## src/rtl/garage_door_plant.sv

```systemverilog
// Behavioural garage-door plant: turns motor commands into a stepped door position with
// limit switches, and a bouncy push-button into a single debounced Activate pulse.
module garage_door_plant #(
    parameter int TRAVEL   = 16,
    parameter int STEP_DIV = 4,
    parameter int DEB_CYC  = 3,
    parameter int PW       = 5
) (
    input  logic          CLK,
    input  logic          RST,
    input  logic          UP_M,
    input  logic          DN_M,
    input  logic          Btn_Raw,
    input  logic          Obstruct,
    output logic          UP_Max,
    output logic          DN_Max,
    output logic          Activate,
    output logic [PW-1:0] Pos,
    output logic          Fault
);

    localparam int SW = $clog2(STEP_DIV + 1);
    localparam int DW = $clog2(DEB_CYC + 1);
    localparam logic [PW-1:0] POS_MAX  = PW'(TRAVEL);
    localparam logic [SW-1:0] STEP_LIM = SW'(STEP_DIV);
    localparam logic [DW-1:0] DEB_LIM  = DW'(DEB_CYC);

    typedef enum logic [1:0] {S_IDLE, S_RISE, S_FALL, S_FAULT} state_t;

    state_t          r_state;
    logic [SW-1:0]   r_presc;
    logic            r_s1;
    logic            r_s2;
    logic            r_level;
    logic [DW-1:0]   r_deb_cnt;

    state_t          w_state_next;
    logic [SW-1:0]   w_presc_base;
    logic [SW-1:0]   w_presc_inc;
    logic [SW-1:0]   w_presc_next;
    logic [PW-1:0]   w_pos_next;
    logic            w_at_limit;
    logic            w_moving;
    logic [DW-1:0]   w_deb_inc;

    always_comb begin
        w_state_next = S_IDLE;
        case ({UP_M, DN_M})
            2'b10:   w_state_next = S_RISE;
            2'b01:   w_state_next = S_FALL;
            2'b11:   w_state_next = S_FAULT;
            default: w_state_next = S_IDLE;
        endcase

        // Any change of commanded state restarts the count, so the first edge in a new direction counts as 1.
        w_presc_base = (w_state_next == r_state) ? r_presc : '0;
        w_presc_inc  = w_presc_base + SW'(1);
        w_moving     = (w_state_next == S_RISE) || (w_state_next == S_FALL);
        w_at_limit   = ((w_state_next == S_RISE) && (Pos == POS_MAX)) ||
                       ((w_state_next == S_FALL) && (Pos == '0));

        w_presc_next = '0;
        w_pos_next   = Pos;
        if (w_moving) begin
            if (w_at_limit) begin
                w_presc_next = '0;
            end else if (Obstruct) begin
                w_presc_next = w_presc_base;
            end else if (w_presc_inc == STEP_LIM) begin
                w_presc_next = '0;
                w_pos_next   = (w_state_next == S_RISE) ? Pos + PW'(1) : Pos - PW'(1);
            end else begin
                w_presc_next = w_presc_inc;
            end
        end
    end

    always_ff @(posedge CLK or negedge RST) begin
        if (!RST) begin
            r_state <= S_IDLE;
            r_presc <= '0;
            Pos     <= '0;
            UP_Max  <= 1'b0;
            DN_Max  <= 1'b1;
            Fault   <= 1'b0;
        end else begin
            r_state <= w_state_next;
            r_presc <= w_presc_next;
            Pos     <= w_pos_next;
            UP_Max  <= (w_pos_next == POS_MAX);
            DN_Max  <= (w_pos_next == '0);
            if (w_state_next == S_FAULT) begin
                Fault <= 1'b1;
            end
        end
    end

    assign w_deb_inc = r_deb_cnt + DW'(1);

    // Debounce works on the synchronised level; a level change is accepted only after DEB_CYC stable edges.
    always_ff @(posedge CLK or negedge RST) begin
        if (!RST) begin
            r_s1      <= 1'b0;
            r_s2      <= 1'b0;
            r_level   <= 1'b0;
            r_deb_cnt <= '0;
            Activate  <= 1'b0;
        end else begin
            r_s1     <= Btn_Raw;
            r_s2     <= r_s1;
            Activate <= 1'b0;
            if (r_s2 == r_level) begin
                r_deb_cnt <= '0;
            end else if (w_deb_inc == DEB_LIM) begin
                r_level   <= r_s2;
                r_deb_cnt <= '0;
                Activate  <= r_s2;
            end else begin
                r_deb_cnt <= w_deb_inc;
            end
        end
    end

endmodule

```

## config.mk

```make
export PLATFORM = sky130hd
export DESIGN_NAME = garage_door_plant
export DESIGN_NICKNAME = d
export VERILOG_FILES = /design/src/rtl/garage_door_plant.sv
export SDC_FILE = /design/constraint.sdc
export NUM_CORES = 1
export LEC_CHECK = 0
export CAP_MARGIN = 15
export CELL_PAD_IN_SITES_DETAIL_PLACEMENT = 0
export CELL_PAD_IN_SITES_GLOBAL_PLACEMENT = 2
export CORE_MARGIN = 10
export CORE_UTILIZATION = 31
export DETAILED_ROUTE_END_ITERATION = 16
export PLACE_DENSITY = 0.77
export RECOVER_POWER = 25
export SETUP_SLACK_MARGIN = 0.5
export SYNTH_ARGS = -nofsm -noshare
export SYNTH_HDL_FRONTEND = slang
export SYNTH_SLANG_ARGS = --single-unit
```

## constraint.sdc

```tcl
create_clock -name CLK -period 2.23 [get_ports CLK]
set_input_delay 0.446 -clock CLK [delete_from_list [all_inputs] [get_ports CLK]]
set_output_delay 0.446 -clock CLK [all_outputs]
set_load 0.05 [all_outputs]
```

==> flow_metrics.py <==
metrics = {
    "status": {
        "run_status": "finished, violations left",
        "violations": "negative setup slack",
    },
    "hold_path": {
        "min-delay-path-class": "reg -> reg",
    },
    "setup_path": {
        "cp_data_required_time_ps": 2430,
        "cpMaxStageDelayCell": "sky130_fd_sc_hd__ha_2",
        "timing.reg2reg.worst_path_depth": 11,
        "timing.critical_path.cells": "buf_6, buf_6, ha_4, nor3b_4, a221oi_2, o211ai_1, nor2_2, ha_2, ha_4, and3b_2, and3_4, mux2i_1, nor3b_2, and2b_2",
        "end_of_the_worst_register_to_register_path": "UP_Max",
        "number_of_logic_stages_on_the_critical_path_including_buffering": 14,
        "regToRegSetupSlack_ps": -180,
        "critical_path.reg2reg.startpoint": "r_state[1]",
        "worst_path_largest_cell_delay_ps": 230,
        "timing_worst_setup_path_type": "in -> reg",
        "worst-endpoint-arrival_ps": 2710,
        "critical_path_source_type": "input port",
        "critPathMaxFanout": 4,
        "critical_path.endpoint": "UP_Max",
        "worst_setup_path_end_kind": "flop",
        "worst_path_dominant_cell_family": "simple AND/OR/NAND/NOR gates",
        "critical_path.n_buffers_inverters": 2,
        "launch_point_of_the_worst_path": "DN_M",
    },
    "detailed_routing": {
        "antenna_left": 0,
        "vias_per_cell": 4.60,
        "drt_pass1_iterations": 2,
        "drc": 0,
        "routed_wl_um": 2680,
        "routedWlPerCell_um": 12.8,
        "vias": 967,
        "drt_first_iter_violations": 24,
    },
    "clocking": {
        "cts.reportedPaths.clkPinSlew_ps": 120,
        "numClockSinks": 19,
        "cts_hold_buffers": 0,
        "clock_latency_ps": 300,
        "root_buffer": "sky130_fd_sc_hd__clkbuf_4",
        "clock_tree_from_tritoncts": "yes",
        "cts.htree.levels": 1,
        "clock_buffer_count_from_cts": 3,
        "cts-root-to-sink-buffers": 2,
    },
    "cells_and_area": {
        "filler_cell_count": 308,
        "antenna_cells_inserted": 0,
        "fin_nets": 183,
        "layout_common_cells": "sky130_fd_sc_hd__buf_4, sky130_fd_sc_hd__dfrtp_1, sky130_fd_sc_hd__buf_6",
        "final_core_util_pct": 53.2,
        "syn_to_final_growth_pct": 64.2,
        "layout-drive-gt1-share_pct": 53.7,
        "layout.cells.most_common": "sky130_fd_sc_hd__buf_4",
    },
    "grt": {
        "gr_ovfl_total": 0,
        "largest_net_degree_at_the_start_of_global_routing": 13,
        "grt_pass1_vias": 979,
        "first_pass_grt_wire_length_um": 4570,
        "grt_antenna_before_repair": 0,
        "grt.total_usage_pct": 8.87,
    },
    "timing": {
        "hold_violations": 0,
        "holdWs_ps": 364,
        "clock-skew-final_ps": 4.54,
        "pins_over_their_slew_limit": 0,
        "final.period_utilization_pct": 113,
        "setup_viol": 8,
        "worst-slew-pin-transition_ps": 548,
        "period_needed_ps": 2510,
        "achievable-frequency_mhz": 398,
        "maxSlewHeadroom_pct": 63.3,
        "rsz0062_at_grt": "yes",
        "postLayoutSetupSlackWorst_ps": -283,
    },
    "place": {
        "hpwlAfterDp_um": 2000,
        "portBuffers": 14,
        "place.gp.congestion": 0.757,
    },
    "synth": {
        "yosys_synthesis_warning_count": 0,
        "avgSynthCellArea_um2": 10.4,
        "synth_sequential_area_ratio_pct": 43.4,
        "synth_ff_type": "sky130_fd_sc_hd__dfrtp_1",
        "post_synth_edffs": 0,
        "synthDominantAreaCellType": "sky130_fd_sc_hd__dfrtp_1",
        "yosys_cell_types": 36,
        "syn_inst": 106,
        "postSynthNetCount": 124,
        "post_synth_instance_area_um2": 1100,
        "yosysTopAreaCellShare_pct": 41.0,
        "netlist_top_cells_area": "sky130_fd_sc_hd__dfrtp_1, sky130_fd_sc_hd__ha_1, sky130_fd_sc_hd__xnor2_1, sky130_fd_sc_hd__inv_1, sky130_fd_sc_hd__a21oi_1",
        "async_flop_share_pct": 100,
        "flip_flop_and_latch_count_after_synthesis": 19,
    },
    "floorplan": {
        "design.portCount": 15,
        "floorplan.die.height_um": 79.5,
        "floorplan.rows": 21,
        "fp.dieW_um": 79.5,
        "die_area_um2": 6320,
        "core_area_um2": 3390,
        "initial_core_util_pct": 32.4,
    },
    "pwr": {
        "power-per-cell-area_nw_per_um2": 518,
        "post-layout-total-power_uw": 933,
        "total_leakage_power_nw": 0.826,
        "max-vdd-ir-drop_mv": 0.232,
    },
    "job": {
        "max_cap_viol_count": 0,
    },
}
[cell families (layout without fill, tap and decap cells)]
kind of cell / Yosys count / count (layout) / synth area share [%]
simple gates: 36 / 36 / 19.0
mux: 3 / 3 / 2.85
flops: 19 / 19 / 43.4
fa+ha+maj: 12 / 12 / 14.4
xor+xnor: 4 / 4 / 3.19
compound gates: 22 / 22 / 13.6
buf+inv: 10 / 68 / 3.53
[cells in the mapped netlist, types with 2 or more instances]
| cell type | n |
|---|---|
| sky130_fd_sc_hd__and3_1 | 2 |
| sky130_fd_sc_hd__o211ai_1 | 2 |
| sky130_fd_sc_hd__xnor2_1 | 4 |
| sky130_fd_sc_hd__o32ai_1 | 2 |
| sky130_fd_sc_hd__or2_2 | 3 |
| sky130_fd_sc_hd__nand2_1 | 8 |
| sky130_fd_sc_hd__and3b_1 | 2 |
| sky130_fd_sc_hd__inv_1 | 9 |
| sky130_fd_sc_hd__a21oi_1 | 6 |
| sky130_fd_sc_hd__o21ai_0 | 4 |
| sky130_fd_sc_hd__mux2i_1 | 2 |
| sky130_fd_sc_hd__nor2_1 | 8 |
| sky130_fd_sc_hd__dfrtp_1 | 18 |
| sky130_fd_sc_hd__nand2b_1 | 2 |
| sky130_fd_sc_hd__nor3b_1 | 3 |
| sky130_fd_sc_hd__ha_1 | 11 |
[worst register-to-register path: cells and delay by family, from the launching register on]
family,cells,cell delay (ps)
and+or+nand+nor,6,1020
DFF,1,470
AOI/OAI and AO/OA,2,400
adders and majority gates,2,370
muxes,1,60
[per-layer routing]
layer  GRT usage, %  share of wire (%)
met2           15.0                 53
met4           3.23                1.1
met3           1.91                2.7
met5              0                  0
met1           10.7                 43
[timing repair]
action	4_1_cts	5_1_grt
setup endpoints to repair	19	12
buffers inserted	15	3
gates resized for setup	48	11
hold endpoints to repair	0	0
pin swaps	10	4
[report_power, final]
part | total (mW) | internal [mW] | switching (mW)
registers | 0.418 | 0.387 | 0.0302
logic | 0.334 | 0.184 | 0.150
clock network | 0.182 | 0.0682 | 0.114
[sequential cells by signal (all words and copies together), names as in the netlist]
name,flops
Pos,5
r_presc,3
r_deb_cnt,2
r_state,2
Activate,1
DN_Max,1
Fault,1
UP_Max,1
r_level,1
r_s1,1
r_s2,1
[final cells by class]
cell class	instances	area [um2]	area share, %
clock inverter	1	7.51	0.417
timing repair buffer	55	480	26.7
tap	46	57.6	3.19
clock buffer	3	22.5	1.25
sequential	19	479	26.6
multi-input combinational	77	718	39.9
inverter	9	36.3	2.01
[per-stage QoR]
stage	setup TNS, ps	cells	cell area, um2	setup slack [ps]
global placement	-5690	188	1540	-930
floorplan	-832	106	1180	-383
detailed placement	-6360	188	1540	-1020
CTS	-657	207	1760	-252
global route	-2330	210	1800	-414
finish	-1430	210	1800	-283
[how the worst min path moves through the flow]
stage | slack [ps] | endpoint | cells after the start | start
6_report | 360 | r_s2 | 0 | r_s1
5_1_grt | 390 | r_s2 | 0 | r_s1
3_5_place_dp | 340 | r_s2 | 0 | r_s1
3_3_place_gp | 340 | r_s2 | 0 | r_s1
4_1_cts | 370 | r_s2 | 0 | r_s1
2_1_floorplan | 150 | Activate | 0 | RST
Note: power is estimated with default switching activity, not from simulation.
